### config.mk
export PLATFORM = sky130hd
export DESIGN_NAME = reset_sequencer
export DESIGN_NICKNAME = d
export VERILOG_FILES = /design/src/rtl/reset_seq_pkg.sv /design/src/rtl/lock_filter.sv /design/src/rtl/reset_sequencer.sv
export SDC_FILE = /design/constraint.sdc
export NUM_CORES = 1
export LEC_CHECK = 0
export CORE_MARGIN = 2
export CORE_UTILIZATION = 30
export CTS_CLUSTER_DIAMETER = 80
export CTS_CLUSTER_SIZE = 40
export DETAILED_ROUTE_END_ITERATION = 8
export DONT_BUFFER_PORTS = 1
export GPL_TIMING_DRIVEN = 0
export PLACE_DENSITY = 0.41
export SYNTH_ARGS = -nofsm -noshare
export SYNTH_HDL_FRONTEND = slang
export SYNTH_SLANG_ARGS = --single-unit
### constraint.sdc
create_clock -name clk_core -period 2.35 [get_ports clk_core]
set_input_delay 0.705 -clock clk_core [delete_from_list [all_inputs] [get_ports clk_core]]
set_output_delay 0.705 -clock clk_core [all_outputs]
set_load 0.005 [all_outputs]
### src/rtl/reset_seq_pkg.sv
// Shared types and encodings for the reset sequencer slice.
package reset_seq_pkg;

  typedef enum logic [1:0] {
    LOCK  = 2'd0,
    DELAY = 2'd1,
    HOLD  = 2'd2,
    RUN   = 2'd3
  } seq_state_e;

  localparam logic [1:0] CAUSE_EXT       = 2'd0;
  localparam logic [1:0] CAUSE_LOCK_LOSS = 2'd1;
  localparam logic [1:0] CAUSE_SW        = 2'd2;

  function automatic int max_int(input int a, input int b);
    return (a > b) ? a : b;
  endfunction

endpackage

### src/rtl/lock_filter.sv
// Debounces the raw PLL lock: pll_stable is the registered AND of the last
// LOCK_FILTER samples of pll_locked.
module lock_filter #(
  parameter int LOCK_FILTER = 4
) (
  input  logic clk_core,
  input  logic reset_n,
  input  logic pll_locked,
  output logic pll_stable
);

  logic [LOCK_FILTER-1:0] window_q;

  always_ff @(posedge clk_core or negedge reset_n) begin
    if (!reset_n) begin
      window_q   <= '0;
      pll_stable <= 1'b0;
    end else begin
      window_q   <= (window_q << 1) | LOCK_FILTER'(pll_locked);
      pll_stable <= &window_q;
    end
  end

endmodule

### src/rtl/reset_sequencer.sv
// Reset controller: waits for a stable PLL lock, then releases the reset
// channels one at a time; re-sequences on lock loss or software request.
module reset_sequencer
  import reset_seq_pkg::*;
#(
  parameter int LOCK_FILTER   = 4,
  parameter int RELEASE_DELAY = 128,
  parameter int CHANNELS      = 3,
  parameter int STAGGER       = 16,
  parameter int SW_HOLD       = 16
) (
  input  logic                clk_core,
  input  logic                reset_n,
  input  logic                pll_locked,
  input  logic                sw_reset_req,
  output logic [CHANNELS-1:0] chan_reset_n,
  output logic                pll_stable,
  output logic                all_released,
  output logic [1:0]          reset_cause,
  output logic [7:0]          lock_loss_count
);

  localparam int SEQ_END = RELEASE_DELAY + (CHANNELS - 1) * STAGGER;
  localparam int CNT_W   = $clog2(max_int(SEQ_END, SW_HOLD) + 1);

  localparam logic [CNT_W-1:0] CNT_MAX   = CNT_W'(SEQ_END);
  localparam logic [CNT_W-1:0] HOLD_LAST = CNT_W'(SW_HOLD - 1);
  localparam logic [CNT_W-1:0] CNT_ONE   = CNT_W'(1);

  seq_state_e          state_q, state_d;
  logic [CNT_W-1:0]    cnt_q, cnt_d;
  logic [CHANNELS-1:0] chan_q, chan_d;
  logic                all_rel_q, all_rel_d;
  logic [1:0]          cause_q, cause_d;
  logic [7:0]          llc_q, llc_d;
  logic                lock_lost;
  logic                sw_event;

  lock_filter #(
    .LOCK_FILTER (LOCK_FILTER)
  ) u_lock_filter (
    .clk_core   (clk_core),
    .reset_n    (reset_n),
    .pll_locked (pll_locked),
    .pll_stable (pll_stable)
  );

  always_ff @(posedge clk_core or negedge reset_n) begin
    if (!reset_n) begin
      state_q   <= LOCK;
      cnt_q     <= '0;
      chan_q    <= '0;
      all_rel_q <= 1'b0;
      cause_q   <= CAUSE_EXT;
      llc_q     <= '0;
    end else begin
      state_q   <= state_d;
      cnt_q     <= cnt_d;
      chan_q    <= chan_d;
      all_rel_q <= all_rel_d;
      cause_q   <= cause_d;
      llc_q     <= llc_d;
    end
  end

  always_comb begin
    state_d   = state_q;
    cnt_d     = cnt_q;
    chan_d    = chan_q;
    all_rel_d = 1'b0;
    cause_d   = cause_q;
    llc_d     = llc_q;
    // pll_stable can only be low outside LOCK right after it fell
    lock_lost = (state_q != LOCK) && !pll_stable;
    sw_event  = sw_reset_req && ((state_q == DELAY) || (state_q == RUN));

    case (state_q)
      LOCK: begin
        chan_d = '0;
        if (pll_stable) begin
          state_d = DELAY;
          cnt_d   = '0;
        end
      end
      DELAY: begin
        if (cnt_q != CNT_MAX) cnt_d = cnt_q + CNT_ONE;
        for (int k = 0; k < CHANNELS; k++) begin
          if (cnt_q == CNT_W'(RELEASE_DELAY + k * STAGGER)) chan_d[k] = 1'b1;
        end
        if (chan_d[CHANNELS-1]) begin
          state_d   = RUN;
          all_rel_d = 1'b1;
        end
      end
      RUN: begin
        chan_d    = '1;
        all_rel_d = 1'b1;
      end
      HOLD: begin
        chan_d = '0;
        if (sw_reset_req) begin
          cnt_d = '0;
        end else if (cnt_q >= HOLD_LAST) begin
          state_d = pll_stable ? DELAY : LOCK;
          cnt_d   = '0;
        end else begin
          cnt_d = cnt_q + CNT_ONE;
        end
      end
      default: begin
        state_d = LOCK;
        chan_d  = '0;
        cnt_d   = '0;
      end
    endcase

    // Lock loss takes priority over a concurrent software request
    if (lock_lost) begin
      state_d   = LOCK;
      cnt_d     = '0;
      chan_d    = '0;
      all_rel_d = 1'b0;
      cause_d   = CAUSE_LOCK_LOSS;
      if (llc_q != 8'hFF) llc_d = llc_q + 8'd1;
    end else if (sw_event) begin
      state_d   = HOLD;
      cnt_d     = '0;
      chan_d    = '0;
      all_rel_d = 1'b0;
      cause_d   = CAUSE_SW;
    end
  end

  assign chan_reset_n    = chan_q;
  assign all_released    = all_rel_q;
  assign reset_cause     = cause_q;
  assign lock_loss_count = llc_q;

endmodule

==> results of run 1 <==
==> cell usage after synthesis, drive strengths merged, types with 2 or more instances <==
library cell and number:
nand3 5, a31oi 3, a21oi 3, xnor2 6
nand4 3, a22o 6, nor2b 5, mux2 2
and3 8, ha 8, dfrtp 29, inv 5
nor2 9, o21ai 7, buf 2, nand2 13
==> per-layer routing <==
metal	vias to the layer above	wire, um	global-route usage [%]
met4	0	51	5.46
met5	-	0	0
met1	491	1360	15.5
li1	503	-	-
met2	19	1320	18.6
met3	7	114	3.97
==> flip-flops by register name (all words and copies together), names as in the netlist <==
register	flops
cnt_q	8
lock_loss_count	8
u_lock_filter.window_q	4
chan_reset_n	3
reset_cause	2
state_q	2
all_released	1
u_lock_filter.pll_stable	1
==> path summary, 6_finish.rpt <==
path                       depth (start not counted)  slack (ns)                                  end                                 from
min in group clk_core                              0        0.37  u_lock_filter.window_q[1]$_DFF_PN0_  u_lock_filter.window_q[0]$_DFF_PN0_
setup / recovery                                   7        0.20                 cnt_q[0]$_DFFE_PN0P_               state_q[0]$_DFFE_PN0P_
setup reg to reg                                   7        0.20                 cnt_q[0]$_DFFE_PN0P_               state_q[0]$_DFFE_PN0P_
hold reg to reg                                    0        0.37  u_lock_filter.window_q[1]$_DFF_PN0_  u_lock_filter.window_q[0]$_DFF_PN0_
hold / removal                                     0        0.12          chan_reset_n[1]$_DFFE_PN0P_                              reset_n
max in group asynchronous                          0        2.14               state_q[0]$_DFFE_PN0P_                              reset_n
==> repair_timing <==
item / CTS / global route
endpoints found under the hold margin: 0 / 0
endpoints found under the setup margin: 0 / 8
resized for setup: 0 / 1
==> cell usage in the layout, fill, tap and decap left out, drive strengths merged, types with 2 or more instances in the layout <==
master	netlist	routed
clkbuf	1	8
ha	8	8
a31oi	3	3
dfrtp	29	29
nand3	5	5
nor2	9	9
xnor2	6	6
buf	2	2
o21ai	7	7
and3	8	8
nor2b	5	5
nand2	13	13
nand4	3	3
inv	5	5
a21oi	3	3
mux2	2	2
a22o	6	6
==> layout make-up <==
type	count	area share [%]
clock inverter	1	1.72
inverter	5	1.08
clock buffer	7	4.95
buffer	3	1.22
sequential	29	41.7
tap	70	5.02
multi-input combinational	98	44.3
==> through the flow <==
step                power [mW]  utilization (%)
floorplan                 1.12                -
CTS                       1.79             34.6
global placement          1.23             32.3
global route              1.89             34.6
detailed placement        1.24             32.3
finish                    1.76             34.6
==> where the power goes <==
part           switching [mW]  internal (mW)
combinational           0.285          0.225
clock                   0.181          0.345
sequential              0.116          0.603
total                   0.582           1.17
==> kinds of logic after synthesis <==
kind of cell    synth area share (%)
mux                             2.11
buf+inv                         2.60
simple gates                    21.3
fa+ha+maj                       6.50
compound gates                  16.3
flops                           47.2
xor+xnor                        3.98
==> critical path, cell delays in order, from the launching register on <==
cell,delay (ns)
dfrtp_2,0.48
inv_1,0.11
ha_1,0.32
o2bb2ai_4,0.31
nor3_1,0.11
a21boi_2,0.28
nor2_2,0.13
mux2_2,0.29
==> metrics, run 1 <==
die area=0.00572 sq mm; Final Non-Filler Cells=213; Final period util=91.4%; Final ANT Viol Nets=0; Setup Buffers After CTS=0; placed cell area=0.00163 sq mm; layout cells sized above 1=18.2%; first-pass GRT wire length=5.15 mm; I/O pins=19; initial core utilization=30.5%; final setup violation count=0; Diodes inserted=0; Tightest Pin Transition=0.606 ns; wire length after detailed routing=2.84 mm; fillers=513; CP arrival=2.30 ns; Inst Count DP=205; P&R area growth vs syn=13.3%; clock tree root buffer cell=clkbuf_8; max_slew headroom=59.6%; CTS H-tree lvls=2; Post-CTS Hold Fix Bufs=0; cell area after synthesis=0.00154 sq mm; Gate Count Post-Synth=135; CTS max path bufs=2; register bit total from synthesis=29; Hold Crit Class=in -> async; RSZ-0062 raised after global routing=no; # DRC=0; clk slew on worst S/H paths=0.06 ns; iteration-0 DRC count of the detailed router=41; top_reg_cell synth=dfrtp_1; setup_tns=0 ns; Max Slew Vio Count=0; Num CTS Buffers=5; Worst Slack Setup Final=0.201 ns; Congestion Overflow GR=0; total track usage=12.1%; asr flop ratio synth=100%; multi-input logic area=773 sq um; Detail Placement HPWL=2.05 mm; PortBufs=0; Syn Area/Cell=11.4 sq um; CP Class=reg -> reg; via count=1,020; largest area contributor in the netlist=dfrtp_1; Post-synth EDFFs=0; maximum resistive drop on vdd=0.000307 V; Lkg Pwr=0.781 nW; sequential fraction of the synthesis area=47.2%; status=finished clean; Worst-Skew Late Latency=0.27 ns; Mapped Nets=147; Synth top area share=47.2%; Sink Count=29; pre-CTS setup slack=0.0496 ns; CTS tree=built; largest net degree at the start of global routing=30; main area contributors after synthesis=dfrtp_1, ha_1, a22o_1; final hold violation count=0; post-route cell area=0.00174 sq mm; Worst Setup End Kind=flop; Die H=75.6 um; final clock skew=0.00576 ns; CP required=2.50 ns; Layout Nets=154; Placer Congestion=0.779; Rows=26; min Tclk post-route=2.15 ns; Critical Path Start Type=flop; Seq. cell area=727 sq um; max-cap violations=0; antenna violations before repair=0; Die Width=75.6 um; worst hold slack=0.119 ns; Crit Path Max Fanout=9; wire per inst=13.3 um; TritonRoute pass-1 iters=4; Yosys Warn Count=0; Synth cell types=43; vias per cell=4.79; P per Cell Area=1010 mW/mm^2; number of global-route vias before repair=1,071; fmax=465 MHz; Core ar.=0.00504 sq mm
No activity file was read; power rests on OpenSTA's default activity.
==> inputs of run 2 (changes only) <==
--- a/config.mk
+++ b/config.mk
@@ -5,6 +5,7 @@
 export SDC_FILE = /design/constraint.sdc
 export NUM_CORES = 1
 export LEC_CHECK = 0
+export CORE_ASPECT_RATIO = 0.9
 export CORE_MARGIN = 2
 export CORE_UTILIZATION = 30
 export CTS_CLUSTER_DIAMETER = 80
@@ -12,7 +13,6 @@
 export DETAILED_ROUTE_END_ITERATION = 8
 export DONT_BUFFER_PORTS = 1
 export GPL_TIMING_DRIVEN = 0
-export PLACE_DENSITY = 0.41
 export SYNTH_ARGS = -nofsm -noshare
 export SYNTH_HDL_FRONTEND = slang
 export SYNTH_SLANG_ARGS = --single-unit
==> metrics, run 2 (synthesized netlist as in run 1, its figures left out) <==
Seq. cell area=727 sq um (unchanged); I/O pins=19 (unchanged); min Tclk post-route=2.14 ns (-0.0137 ns); Tightest Pin Transition=0.606 ns (-0.000371 ns); first-pass GRT wire length=5.09 mm (-1.2%); Worst R2R Path Depth=7 (unchanged); die area=0.00572 sq mm (about the same); Final period util=90.9% (-0.58 points); multi-input logic area=773 sq um (unchanged); clk slew on worst S/H paths=0.07 ns (about the same); wire per inst=13.8 um (+3.7%); final setup violation count=0 (unchanged); r2r startpoint=state_q[0]$_DFFE_PN0P_; final clock skew=0.00363 ns (-0.00213 ns); WP buf/inv=1 (unchanged); Crit Path Max Fanout=9 (unchanged); wire length after detailed routing=2.87 mm (+1.3%); Sink Count=29 (unchanged); Worst-Skew Late Latency=0.28 ns (about the same); Rows=24 (-7.7%); Worst Slack Setup Final=0.215 ns (+0.0137 ns); Worst Setup End Kind=flop; Crit path max-delay family=compound AO/OA/AOI/OAI gates; CTS H-tree lvls=2 (unchanged); Critical Path Start Type=flop; most frequent cells in the layout=dfrtp_1, nand2_1, and3_1, ha_1; max-cap violations=0 (unchanged); RSZ-0062 raised after global routing=no; vias per cell=5.02 (+4.9%); Critical Path Max Stage Delay=0.48 ns (about the same); clock tree root buffer cell=clkbuf_8; fillers=480 (-6.4%); FF-to-FF setup slack=0.21 ns (about the same); maximum resistive drop on vdd=0.000558 V (+81%); Die H=71.9 um (-4.9%); Num CTS Buffers=5 (unchanged); total track usage=11.7% (-0.40 points); max_slew headroom=59.6% (about the same); Final ANT Viol Nets=0 (unchanged); Core ar.=0.00489 sq mm (-2.9%); fmax=468 MHz (+0.64%); PortBufs=0 (unchanged); commonest non-fill, non-tap cell in the layout=dfrtp_1; Detail Placement HPWL=2.10 mm (+2.6%); Placer Congestion=0.807 (+3.7%); status=finished clean; Congestion Overflow GR=0 (unchanged); final hold violation count=0 (unchanged); layout cells sized above 1=18.9% (+0.70 points); largest net degree at the start of global routing=30 (unchanged); via count=1,045 (+2.5%); Reg-to-Reg End=cnt_q[0]$_DFFE_PN0P_; CP Class=reg -> reg; number of global-route vias before repair=1,080 (+0.84%); Setup Buffers After CTS=0 (unchanged); initial core utilization=31.4% (+0.92 points); Critical-path top delay cell=dfrtp_2; worst path cell trace=inv_1 > ha_1 > o2bb2ai_4 > nor3_1 > a21boi_2 > nor2_2 > mux2_2; iteration-0 DRC count of the detailed router=66 (+61%); Lkg Pwr=0.780 nW (-0.13%); Die Width=79.5 um (+5.1%); CP arrival=2.30 ns (about the same); Hold Crit Class=in -> async; Layout Nets=154 (unchanged); Max Slew Vio Count=0 (unchanged); # DRC=0 (unchanged); worst hold slack=0.112 ns (-0.00707 ns); TritonRoute pass-1 iters=4 (unchanged); setup_tns=0 ns (unchanged); Diodes inserted=0 (unchanged); P&R area growth vs syn=13.2%; CTS max path bufs=2 (unchanged); CP required=2.52 ns (+0.02 ns); antenna violations before repair=0 (unchanged); pre-CTS setup slack=0.0814 ns (+0.0317 ns); CTS tree=built; P per Cell Area=1020 mW/mm^2 (+0.88%)
run 2: changes by cell type in the layout (fill, tap and decap cells not counted), sizes merged:
cell      delta
clkbuf       -1
clkinvlp     +1
run 2: power breakdown:
part           total, mW  internal, mW  switching, mW
Combinational      0.509         0.225          0.284
Sequential         0.721         0.602          0.119
Clock              0.537         0.344          0.193
Total               1.77          1.17          0.597
run 2: area by class of cell:
cell class	count	share of cell area, %
multi-input combinational	98	44.4
buffer	3	1.22
inverter	5	1.08
clock inverter	2	2.16
clock buffer	6	4.74
sequential	29	41.7
tap	65	4.67
run 2: repair_timing:
item,in CTS,in global routing
resized for setup,0,1
hold buffers,0,0
setup endpoints to repair,0,6
run 2: metrics by stage:
step                util (%)  cells  cell area [sq um]  power, mW
floorplan                  -    135               1540       1.12
global placement        33.1    200               1620       1.21
detailed placement      33.1    200               1620       1.24
CTS                     35.6    208               1740       1.79
global route            35.6    208               1740       1.90
finish                  35.6    208               1740       1.77
run 2: layer usage:
metal | vias up | track usage [%] | wire length, um | part of all wire [%]
met5 | - | 0 | 0 | 0
li1 | 500 | - | - | -
met2 | 22 | 17.5 | 1310 | 45
met1 | 518 | 14.3 | 1310 | 46
met3 | 5 | 5.85 | 200 | 7.0
met4 | 0 | 5.17 | 57 | 2.0
run 2: worst max path at each step:
stage	end	slack, ns	from	depth (start not counted)
floorplan	cnt_q[0]$_DFFE_PN0P_	0.37	state_q[0]$_DFFE_PN0P_	6
global placement	cnt_q[0]$_DFFE_PN0P_	0.16	state_q[0]$_DFFE_PN0P_	7
detailed placement	cnt_q[0]$_DFFE_PN0P_	0.08	state_q[0]$_DFFE_PN0P_	7
CTS	cnt_q[0]$_DFFE_PN0P_	0.07	state_q[0]$_DFFE_PN0P_	7
global route	cnt_q[2]$_DFFE_PN0P_	0.06	state_q[0]$_DFFE_PN0P_	7
finish	cnt_q[0]$_DFFE_PN0P_	0.21	state_q[0]$_DFFE_PN0P_	7
==> inputs of run 3 (changes only) <==
--- a/config.mk
+++ b/config.mk
@@ -13,6 +13,7 @@
 export DETAILED_ROUTE_END_ITERATION = 8
 export DONT_BUFFER_PORTS = 1
 export GPL_TIMING_DRIVEN = 0
+export MAX_ROUTING_LAYER = met4
 export SYNTH_ARGS = -nofsm -noshare
 export SYNTH_HDL_FRONTEND = slang
 export SYNTH_SLANG_ARGS = --single-unit
==> metrics, run 3 (synthesized netlist as in run 1, its figures left out) <==
CTS max path bufs=2 (unchanged); Lkg Pwr=0.780 nW (unchanged); RSZ-0062 raised after global routing=no; Hold Crit Class=in -> async; PortBufs=0 (unchanged); Worst R2R Path Depth=7 (unchanged); die area=0.00572 sq mm (unchanged); Max Slew Vio Count=0 (unchanged); Congestion Overflow GR=0 (unchanged); most frequent cells in the layout=dfrtp_1, nand2_1, and3_1, ha_1; r2r startpoint=state_q[0]$_DFFE_PN0P_; wire length after detailed routing=2.88 mm (+0.14%); Diodes inserted=0 (unchanged); P&R area growth vs syn=13.2% (unchanged); CP startpoint=state_q[0]$_DFFE_PN0P_; Layout Nets=154 (unchanged); utilization after layout=35.6% (unchanged); status=finished clean; # DRC=0 (unchanged); via count=1,050 (+0.48%); Die Width=79.5 um (unchanged); Int Power=1.17 mW (about the same); power share of the clock group=30.4% (about the same); P per Cell Area=1020 mW/mm^2 (about the same); final clock skew=0.00293 ns (-0.000706 ns); Num CTS Buffers=5 (unchanged); min Tclk post-route=2.13 ns (-0.00834 ns); fillers=480 (unchanged); Worst-Skew Late Latency=0.28 ns (about the same); clock tree root buffer cell=clkbuf_8; total track usage=12.0% (+0.32 points); Final period util=90.5% (-0.35 points); largest net degree at the start of global routing=30 (unchanged); FF-to-FF setup slack=0.22 ns (about the same); Reg power frac=40.8% (about the same); antenna violations before repair=0 (unchanged); Rows=24 (unchanged); clk slew on worst S/H paths=0.06 ns (about the same); TritonRoute pass-1 iters=4 (unchanged); layout cells sized above 1=18.9% (unchanged); final hold violation count=0 (unchanged); max_slew headroom=59.6% (about the same); I/O pins=19 (unchanged); wire per inst=13.8 um (+0.14%); switching pwr=0.596 mW (about the same); CP required=2.52 ns (about the same); setup_tns=0 ns (unchanged); CTS tree=built; initial core utilization=31.4% (unchanged); Tightest Pin Transition=0.606 ns (-0.000144 ns); Setup crit end=cnt_q[0]$_DFFE_PN0P_; fmax=470 MHz (+0.39%); number of global-route vias before repair=1,083 (+0.28%); vias per cell=5.05 (+0.48%); Logic pwr share=28.8% (about the same); commonest non-fill, non-tap cell in the layout=dfrtp_1; Core ar.=0.00489 sq mm (unchanged); CTS H-tree lvls=2 (unchanged); worst hold slack=0.112 ns (+0.000373 ns); Worst Setup End Kind=flop; max-cap violations=0 (unchanged); iteration-0 DRC count of the detailed router=63 (-4.5%); first-pass GRT wire length=5.08 mm (-0.27%); maximum resistive drop on vdd=0.000558 V (about the same); Critical Path Start Type=flop; Die H=71.9 um (unchanged); Final ANT Viol Nets=0 (unchanged); Reg-to-Reg End=cnt_q[0]$_DFFE_PN0P_; Sink Count=29 (unchanged); Crit Path Max Fanout=9 (unchanged); Sw Ratio=33.7% (about the same); Detail Placement HPWL=2.10 mm (unchanged); final setup violation count=0 (unchanged); Placer Congestion=0.819 (+1.5%); CP Class=reg -> reg; CP arrival=2.29 ns (about the same)
-- run 3: cell counts in the layout (fill, tap and decap cells not counted) --
Identical to the previous run, type by type.
-- run 3: per-layer routing --
metal	wire length, um	track usage, %	up-vias
li1	-	-	502
met1	1300	14.1	521
met2	1320	17.6	22
met3	198	5.85	5
met4	55	5.17	0
met5	0	-	-
-- run 3: metrics by stage --
step / std cells / power (mW) / worst slack, ns / instance area, sq um
3_5_place_dp: 200 / 1.24 / 0.0814 / 1620
4_1_cts: 208 / 1.79 / 0.0699 / 1740
6_report: 208 / 1.77 / 0.223 / 1740
2_1_floorplan: 135 / 1.12 / 0.371 / 1540
5_1_grt: 208 / 1.90 / 0.0561 / 1740
3_3_place_gp: 200 / 1.21 / 0.163 / 1620
-- run 3: repair_timing --
| item | CTS | global route |
|---|---|---|
| resized for setup | 0 | 1 |
| setup endpoints to repair | 0 | 6 |
| buffers inserted | 0 | 0 |
| hold buffers | 0 | 0 |
-- run 3: how the worst min path moves through the flow --
stage	cells after the start	start	endpoint
3_5_place_dp	0	u_lock_filter.window_q[0]$_DFF_PN0_	u_lock_filter.window_q[1]$_DFF_PN0_
2_1_floorplan	0	u_lock_filter.window_q[1]$_DFF_PN0_	u_lock_filter.window_q[2]$_DFF_PN0_
5_1_grt	0	reset_n	cnt_q[3]$_DFFE_PN0P_
4_1_cts	0	reset_n	lock_loss_count[4]$_DFFE_PN0P_
3_3_place_gp	0	u_lock_filter.window_q[0]$_DFF_PN0_	u_lock_filter.window_q[1]$_DFF_PN0_
6_report	0	reset_n	all_released$_DFF_PN0_
-- run 3: final cells by class --
cell class              instances  area, sq um  share of cell area (%)
multi-input cells              98          773                    44.4
well taps                      65         81.3                    4.67
inverters                       5         18.8                    1.08
clock inverters                 2         37.5                    2.16
clock buffers                   6         82.6                    4.74
plain buffers                   3         21.3                    1.22
flip-flops and latches         29          727                    41.7
-- run 3: worst max-delay path: stages, from the launching register on --
cell	delay, ns
dfrtp_2	0.48
inv_1	0.11
ha_1	0.31
o2bb2ai_4	0.31
nor3_1	0.11
a21boi_2	0.28
nor2_2	0.13
mux2_2	0.27
-- run 3: power by group through the flow --
stage	clock [mW]	combinational [mW]	sequential, mW
after floorplan	0	0.425	0.698
after global placement	0	0.487	0.724
after detailed placement	0	0.510	0.733
after CTS	0.552	0.512	0.723
after global routing	0.576	0.584	0.740
final	0.537	0.509	0.722
